$ cat config.mk
export PLATFORM = sky130hd
export DESIGN_NAME = updown_pattern_counter
export DESIGN_NICKNAME = d
export VERILOG_FILES = /design/src/rtl/updown_pattern_counter.sv
export SDC_FILE = /design/constraint.sdc
export NUM_CORES = 1
export LEC_CHECK = 0
export ABC_AREA = 1
export CAP_MARGIN = 0
export CORE_MARGIN = 2
export CORE_UTILIZATION = 55
export CTS_CLUSTER_DIAMETER = 50
export DETAILED_ROUTE_END_ITERATION = 10
export PLACE_DENSITY = 0.77
export RECOVER_POWER = 25
export SYNTH_ARGS = -nofsm -noshare
export SYNTH_HDL_FRONTEND = slang
export SYNTH_SLANG_ARGS = --single-unit
export TNS_END_PERCENT = 5
$ cat constraint.sdc
create_clock -name Clock -period 4.4 [get_ports Clock]
set_clock_uncertainty 0.2 [all_clocks]
set_input_delay 0.44 -clock Clock [delete_from_list [all_inputs] [get_ports Clock]]
set_output_delay 0.44 -clock Clock [all_outputs]
set_load 0.01 [all_outputs]
$ cat src/rtl/updown_pattern_counter.sv
`default_nettype none
// ============================================================================
// Module   : updown_pattern_counter
// Purpose  : Run-time bounded up/down/bounce count-pattern generator.
//            Count, direction and terminal-count outputs are all registered.
// Revision : 1.0 - initial release
// ============================================================================
module updown_pattern_counter #(
    parameter int WIDTH = 4
) (
    input  logic             Clock,
    input  logic             Reset,
    input  logic             Enable,
    input  logic [1:0]       Mode,
    input  logic [WIDTH-1:0] Min,
    input  logic [WIDTH-1:0] Max,
    input  logic [WIDTH-1:0] Step,
    input  logic             Load,
    input  logic [WIDTH-1:0] LoadValue,
    output logic [WIDTH-1:0] Out,
    output logic             Dir,
    output logic             Tc
);

    localparam logic [1:0] MODE_UP_WRAP     = 2'd0;
    localparam logic [1:0] MODE_DOWN_WRAP   = 2'd1;
    localparam logic [1:0] MODE_BOUNCE_HOLD = 2'd2;
    localparam logic [1:0] MODE_BOUNCE      = 2'd3;

    logic [WIDTH-1:0] out_q, out_d;
    logic             dir_q, dir_d;
    logic             tc_q,  tc_d;
    logic [WIDTH-1:0] step_eff;

    // One extra bit catches carry/borrow so results saturate instead of wrapping.
    function automatic logic [WIDTH-1:0] sat_up(input logic [WIDTH-1:0] base,
                                                input logic [WIDTH-1:0] st,
                                                input logic [WIDTH-1:0] hi);
        logic [WIDTH:0] s;
        s = {1'b0, base} + {1'b0, st};
        return (s > {1'b0, hi}) ? hi : s[WIDTH-1:0];
    endfunction

    function automatic logic [WIDTH-1:0] sat_dn(input logic [WIDTH-1:0] base,
                                                input logic [WIDTH-1:0] st,
                                                input logic [WIDTH-1:0] lo);
        logic [WIDTH:0] d;
        d = {1'b0, base} - {1'b0, st};
        return (d[WIDTH] || (d[WIDTH-1:0] < lo)) ? lo : d[WIDTH-1:0];
    endfunction

    assign step_eff = (Step == '0) ? WIDTH'(1) : Step;

    always_comb begin
        out_d = out_q;
        dir_d = dir_q;
        tc_d  = 1'b0;
        if (Load) begin
            if (LoadValue < Min)      out_d = Min;
            else if (LoadValue > Max) out_d = Max;
            else                      out_d = LoadValue;
            dir_d = (Mode == MODE_DOWN_WRAP);
        end else if (Enable) begin
            if (Max <= Min) begin
                out_d = Min;
            end else if (out_q < Min) begin
                out_d = Min;
            end else if (out_q > Max) begin
                out_d = Max;
            end else begin
                case (Mode)
                    MODE_UP_WRAP: begin
                        dir_d = 1'b0;
                        if (out_q == Max) begin
                            out_d = Min;
                            tc_d  = 1'b1;
                        end else begin
                            out_d = sat_up(out_q, step_eff, Max);
                        end
                    end
                    MODE_DOWN_WRAP: begin
                        dir_d = 1'b1;
                        if (out_q == Min) begin
                            out_d = Max;
                            tc_d  = 1'b1;
                        end else begin
                            out_d = sat_dn(out_q, step_eff, Min);
                        end
                    end
                    MODE_BOUNCE_HOLD, MODE_BOUNCE: begin
                        // Endpoint reversal: HOLD repeats the endpoint, BOUNCE steps away at once.
                        if (!dir_q && out_q == Max) begin
                            dir_d = 1'b1;
                            tc_d  = 1'b1;
                            if (Mode == MODE_BOUNCE) out_d = sat_dn(Max, step_eff, Min);
                        end else if (dir_q && out_q == Min) begin
                            dir_d = 1'b0;
                            tc_d  = 1'b1;
                            if (Mode == MODE_BOUNCE) out_d = sat_up(Min, step_eff, Max);
                        end else if (!dir_q) begin
                            out_d = sat_up(out_q, step_eff, Max);
                        end else begin
                            out_d = sat_dn(out_q, step_eff, Min);
                        end
                    end
                    default: begin
                        out_d = out_q;
                    end
                endcase
            end
        end
    end

    always_ff @(posedge Clock) begin
        if (Reset) begin
            out_q <= '0;
            dir_q <= 1'b0;
            tc_q  <= 1'b0;
        end else begin
            out_q <= out_d;
            dir_q <= dir_d;
            tc_q  <= tc_d;
        end
    end

    assign Out = out_q;
    assign Dir = dir_q;
    assign Tc  = tc_q;

endmodule
`default_nettype wire

# Word level (Yosys, flattened, before mapping)
# Cells that the tools add are included.
dict set report word_totals {
  out_inout_bits 6
  regBits 6
  in_bits 22
  elab_cells 73
}
dict set report op_classes {
  mux 33
  eq_ne 11
  reduce_logical 12
  addsub 4
  n_lt_le_gt_ge 9
  bitwise 1
}
# cell count
set op_table {}
lappend op_table {{two-way mux 4 bit} 19}
lappend op_table {{< comparator 4 bit} 4}
lappend op_table {{!= test 7 bit (second input constant)} 2}
lappend op_table {{one-hot mux 4 bit (3 select lines)} 1}
lappend op_table {{two-way mux 1 bit} 11}
lappend op_table {{adder 4 x 4 -> 5 bit} 2}
lappend op_table {{> comparator 5 x 4 -> 1 bit} 2}
lappend op_table {{subtractor 4 x 4 -> 5 bit} 2}
lappend op_table {{== test 4 bit} 2}
lappend op_table {{> comparator 4 bit} 2}
lappend op_table {{!= test 2 bit (second input constant)} 3}
lappend op_table {{one-hot mux 1 bit (3 select lines)} 2}
lappend op_table {{OR reduction 6 bit} 1}
lappend op_table {{AND reduction 5 bit} 1}
lappend op_table {{== test 2 bit (second input constant)} 2}
lappend op_table {{less-or-equal comparator 4 bit} 1}
lappend op_table {{zero test 4 bit} 1}
lappend op_table {{!= test 4 bit (second input constant)} 1}
lappend op_table {{AND reduction 3 bit} 1}
lappend op_table {{== test 2 x 1 -> 1 bit (second input constant)} 1}
lappend op_table {{logical AND 1 bit} 2}
lappend op_table {{zero test 2 bit} 1}
lappend op_table {{logical OR 1 bit} 2}
lappend op_table {{nonzero test 2 bit} 1}
lappend op_table {{3 further kinds} 3}

# Longest topological paths before layout
dict set report logic_depth {
  depth_word 15
  depth_mapped 26
}

# Worst setup path before layout
# OpenSTA, ideal clock, no wires.
dict set report synth_path {
  path_kind {input to register}
  start {in Step[1]}
  end {reg out_q[2], in the netlist Out[2]}
  slack_ns 1.036
  t_arrival_ns 3.097
  n_path_buf 0
  setup_ns 0.066
  stages 26
  cell_sequence {inv_1 > a31o_2 > ha_1 > inv_1 > fa_1 > or2_4 > nand2_1 > inv_1 > ha_1 > nand2_1 > nand2_1 > nand2_1 > nand3_1 > nand2_1 > nand2_2 > nand2_1 > nand3_1 > nand2_1 > nand2_1 > nand2_1 > nand2_1 > nand2_1 > nand2_1 > nand2_1 > nand2_1 > a21oi_2}
}
dict set report synth_between {
  elab_chain_cells 15
  elab_cells_between_ends 29
  classes_between {4 x add/sub; 4 x order compare; 18 x mux; 3 x reduce/logical}
}
# item line_no
set synth_rtl {}
lappend synth_rtl {{start, declared} 17} ;# input logic [WIDTH-1:0] Step,
lappend synth_rtl {{zero test 4 bit} 52} ;# assign step_eff = (Step == '0) ? WIDTH'(1) : Step;
lappend synth_rtl {{two-way mux 4 bit (*)} 52}
lappend synth_rtl {{subtractor 4 x 4 -> 5 bit} 48} ;# d = {1'b0, base} - {1'b0, st};
lappend synth_rtl {{< comparator 4 bit} 49} ;# return (d[WIDTH] || (d[WIDTH-1:0] < lo)) ? lo : d[WIDTH-1:0];
lappend synth_rtl {{logical OR 1 bit} 49}
lappend synth_rtl {{two-way mux 4 bit} 49}
lappend synth_rtl {{two-way mux 4 bit} 100} ;# end else if (!dir_q) begin
lappend synth_rtl {{two-way mux 4 bit} 96} ;# end else if (dir_q && out_q == Min) begin
lappend synth_rtl {{two-way mux 4 bit} 92} ;# if (!dir_q && out_q == Max) begin
lappend synth_rtl {{one-hot mux 4 bit (3 select lines) (*)} 71} ;# case (Mode)
lappend synth_rtl {{two-way mux 4 bit (*)} 68} ;# end else if (out_q > Max) begin
lappend synth_rtl {{two-way mux 4 bit (*)} 66} ;# end else if (out_q < Min) begin
lappend synth_rtl {{two-way mux 4 bit (*)} 64} ;# if (Max <= Min) begin
lappend synth_rtl {{two-way mux 4 bit (*)} 63} ;# end else if (Enable) begin
lappend synth_rtl {{two-way mux 4 bit (*)} 58} ;# if (Load) begin
lappend synth_rtl {{end signal, assigned} 120} ;# out_q <= out_d;
lappend synth_rtl {{end, declared} 30} ;# logic [WIDTH-1:0] out_q, out_d;
# Every way passes the cells marked *; elsewhere a longest branch is shown, timed or not. The select of a mux whose other input is x is not followed.
# A chain may end at the register's enable or synchronous reset.

# Final worst setup path
dict set report layout_path {
  start {in Step[1]}
  end {reg out_q[1], in the netlist Out[1]}
}
# The elaborated chain is that of the path after synthesis.

==> flow_summary.toml <==
[outcome]
outcome = "completed"

[clocking]
htreeDepth = 1
clock_latency_ns = 0.23
cts-root-buf = "clkbuf_8"
cts_sinks = 6
cts_tree = "built"
clkTransAtPathRegs_ns = 0.04
numCtsBuffers = 3
postCtsResizedCells = 0
holdBufCountCts = 0
cts_setup_buffers = 0
cts_max_path_buffers = 2

[die]
dieArea_mm2 = 0.00479
std_cell_rows = 23
die_x_um = 69.2
start_util = 0.577
fp.dieH_um = 69.2
core_mm2 = 0.00406
ioPinCount = 28

[synthesis]
ys_seq_area_frac = 0.0513
synth_nets = 447
synth_cells = 372
yosys_most_used_dff = "dfxtp_1"
synth_cell_types = 36
synth_edf_count = 0
synth_top_cell_by_area = "ha_1"
synth_area_mm2 = 0.00234
synth.most_common_cell = "nand2_1"
syn_avg_cell_area_um2 = 6.29
synth_common_cells = "nand2_1 (104), ha_1 (49), inv_1 (44)"
yosys-top-cells-area = "ha_1 (26%), nand2_1 (17%), inv_1 (7.1%), nand3_1 (7.1%), a21oi_1 (6.6%)"
ys_warn_count = 0
synth_seq_cells = 6
synthArstFlopShare = 0
synth_top_area_share = 0.262

[final_layout]
layout.nets = 481
drive_gt1_frac = 0.106
areaGrowthSynthToFinish_pct = 16.6
diodes = 0

[worst_hold_path]
min_path_cells = 2
whs_endpoint = "Out[0]$_SDFFE_PP0P_"
hold_class = "flop to flop"
hp-start = "Out[0]$_SDFFE_PP0P_"

[global_routing]
grt_pass1_wl_um = 11500
gr-total-overflow = 0
grt_start_max_net_pins = 10
track_usage = 0.292
antenna_found_initial = 0
first_global_vias = 2393

[detailed_routing]
avgViaCountPerCell = 5.80
dr_total_vias = 2633
drc = 0
wl_um = 7000
dr.pass1.iters = 5
post_drt_wl_per_cell_um = 15.4
postRouteAntennaNets = 0
drtIter0Drc = 308

[place]
gp_congestion = 1.01
dp_hpwl_um = 5570
port_buffers = 27

[setup_path]
r2r-start = "Out[1]$_SDFFE_PP0P_"
crit_required_ns = 4.36
critical_path.max_fanout = 5
path_class = "primary input to flop"
crit_arrival_ns = 3.89
worst_setup_path_start_kind = "primary input"
reg2reg_depth = 23
end_kind = "flop"
timing.rr.end = "Out[1]$_SDFFE_PP0P_"
rrSetupSlack_ns = 1.04

[sta]
finalHoldViolations = 0
period_share = 0.892
clock.fmax_mhz = 255
rsz0062_at_grt = "no"
setup_violations = 0
slew_headroom = 0.670
finalSetupTns_ns = 0
final_max_slew_viol_count = 0
worst_slew_pin_slew_ns = 0.491
min_period_ns = 3.93

[power]
ir_drop_uv = 113
p_total_mw = 0.635
p_leak_nw = 1.45
power.density_mw_per_mm2 = 233

[job]
cap_violations = 0
[how the worst max path moves through the flow]
stage | from | endpoint | depth (start not counted)
after floorplan | Step[1] | Out[2]$_SDFFE_PP0P_ | 26
after global placement | Step[1] | Out[1]$_SDFFE_PP0P_ | 27
after detailed placement | Step[1] | Out[1]$_SDFFE_PP0P_ | 27
after CTS | Step[1] | Out[1]$_SDFFE_PP0P_ | 27
after global routing | Step[1] | Out[0]$_SDFFE_PP0P_ | 27
final | Step[1] | Out[1]$_SDFFE_PP0P_ | 27
[cell usage in the layout, fill, tap and decap left out, drive strengths merged, types with 2 or more instances in the layout]
master and count:
xnor2 2, nand2 111, a21oi 37, clkdlybuf4s50 24, dlygate4sd3 3, nand4 5
inv 56, fa 4, clkbuf 3, buf 4, nand3b 2, o211ai 5
o21ai 21, ha 49, nand3 37, xor2 3, dfxtp 6, nor2 15
clkinv 2, a31oi 6
[layer usage]
layer,track usage,part of all wire,up-vias
met5,0,0,-
met2,0.475,0.45,130
li1,-,-,1314
met3,0.0392,0.087,15
met1,0.408,0.44,1174
met4,0.0654,0.020,0
[registers in the layout (all words and copies together), names as in the netlist]
register	count
Dir	1
Tc	1
Out	4
[report_power, final]
group | leakage, nW | total [mW] | internal [mW] | switching (mW)
clock | 0.0216 | 0.0880 | 0.0592 | 0.0287
combinational | 1.38 | 0.478 | 0.183 | 0.296
sequential | 0.0496 | 0.0682 | 0.0593 | 0.00886
[kinds of logic (layout without fill, tap and decap cells)]
logic type | count (synthesis) | count (layout) | synth area share
compound gates | 75 | 75 | 0.198
xor+xnor | 5 | 5 | 0.0187
fa+ha+maj | 53 | 53 | 0.296
buf+inv | 60 | 92 | 0.0995
flops | 6 | 6 | 0.0513
simple gates | 173 | 173 | 0.336
[stage by stage]
step                instance area, um^2  setup WS (ns)  utilization  hold slack, ns  cells
floorplan                          2340           1.04            -           0.329    372
global placement                   2690          0.340        0.662           0.448    451
detailed placement                 2690          0.296        0.662           0.446    451
CTS                                2730          0.516        0.673           0.455    454
global route                       2730          0.196        0.673           0.476    454
finish                             2730          0.475        0.673           0.444    454
[final cells by class]
| class | count | area (um^2) |
|---|---|---|
| multi-input combinational | 306 | 1990 |
| fill | 389 | 1330 |
| timing repair buffer | 31 | 300 |
| inverter | 58 | 218 |
| sequential | 6 | 120 |
| tap | 50 | 62.6 |
| clock buffer | 3 | 41.3 |
[critical path: stages]
cell	delay [ns]
clkdlybuf4s50_1	0.51
inv_1	0.11
a31o_2	0.22
ha_1	0.18
inv_1	0.06
fa_1	0.37
or2_4	0.26
nand2_1	0.08
inv_1	0.04
ha_1	0.30
nand2_1	0.08
nand2_1	0.04
nand2_1	0.05
nand3_1	0.07
nand2_1	0.14
nand2_2	0.09
nand2_1	0.10
nand3_1	0.11
nand2_1	0.11
nand2_1	0.05
nand2_1	0.06
nand2_1	0.06
nand2_1	0.06
nand2_1	0.05
nand2_1	0.06
nand2_1	0.06
a21oi_2	0.11
No activity file was read; power rests on OpenSTA's default activity.
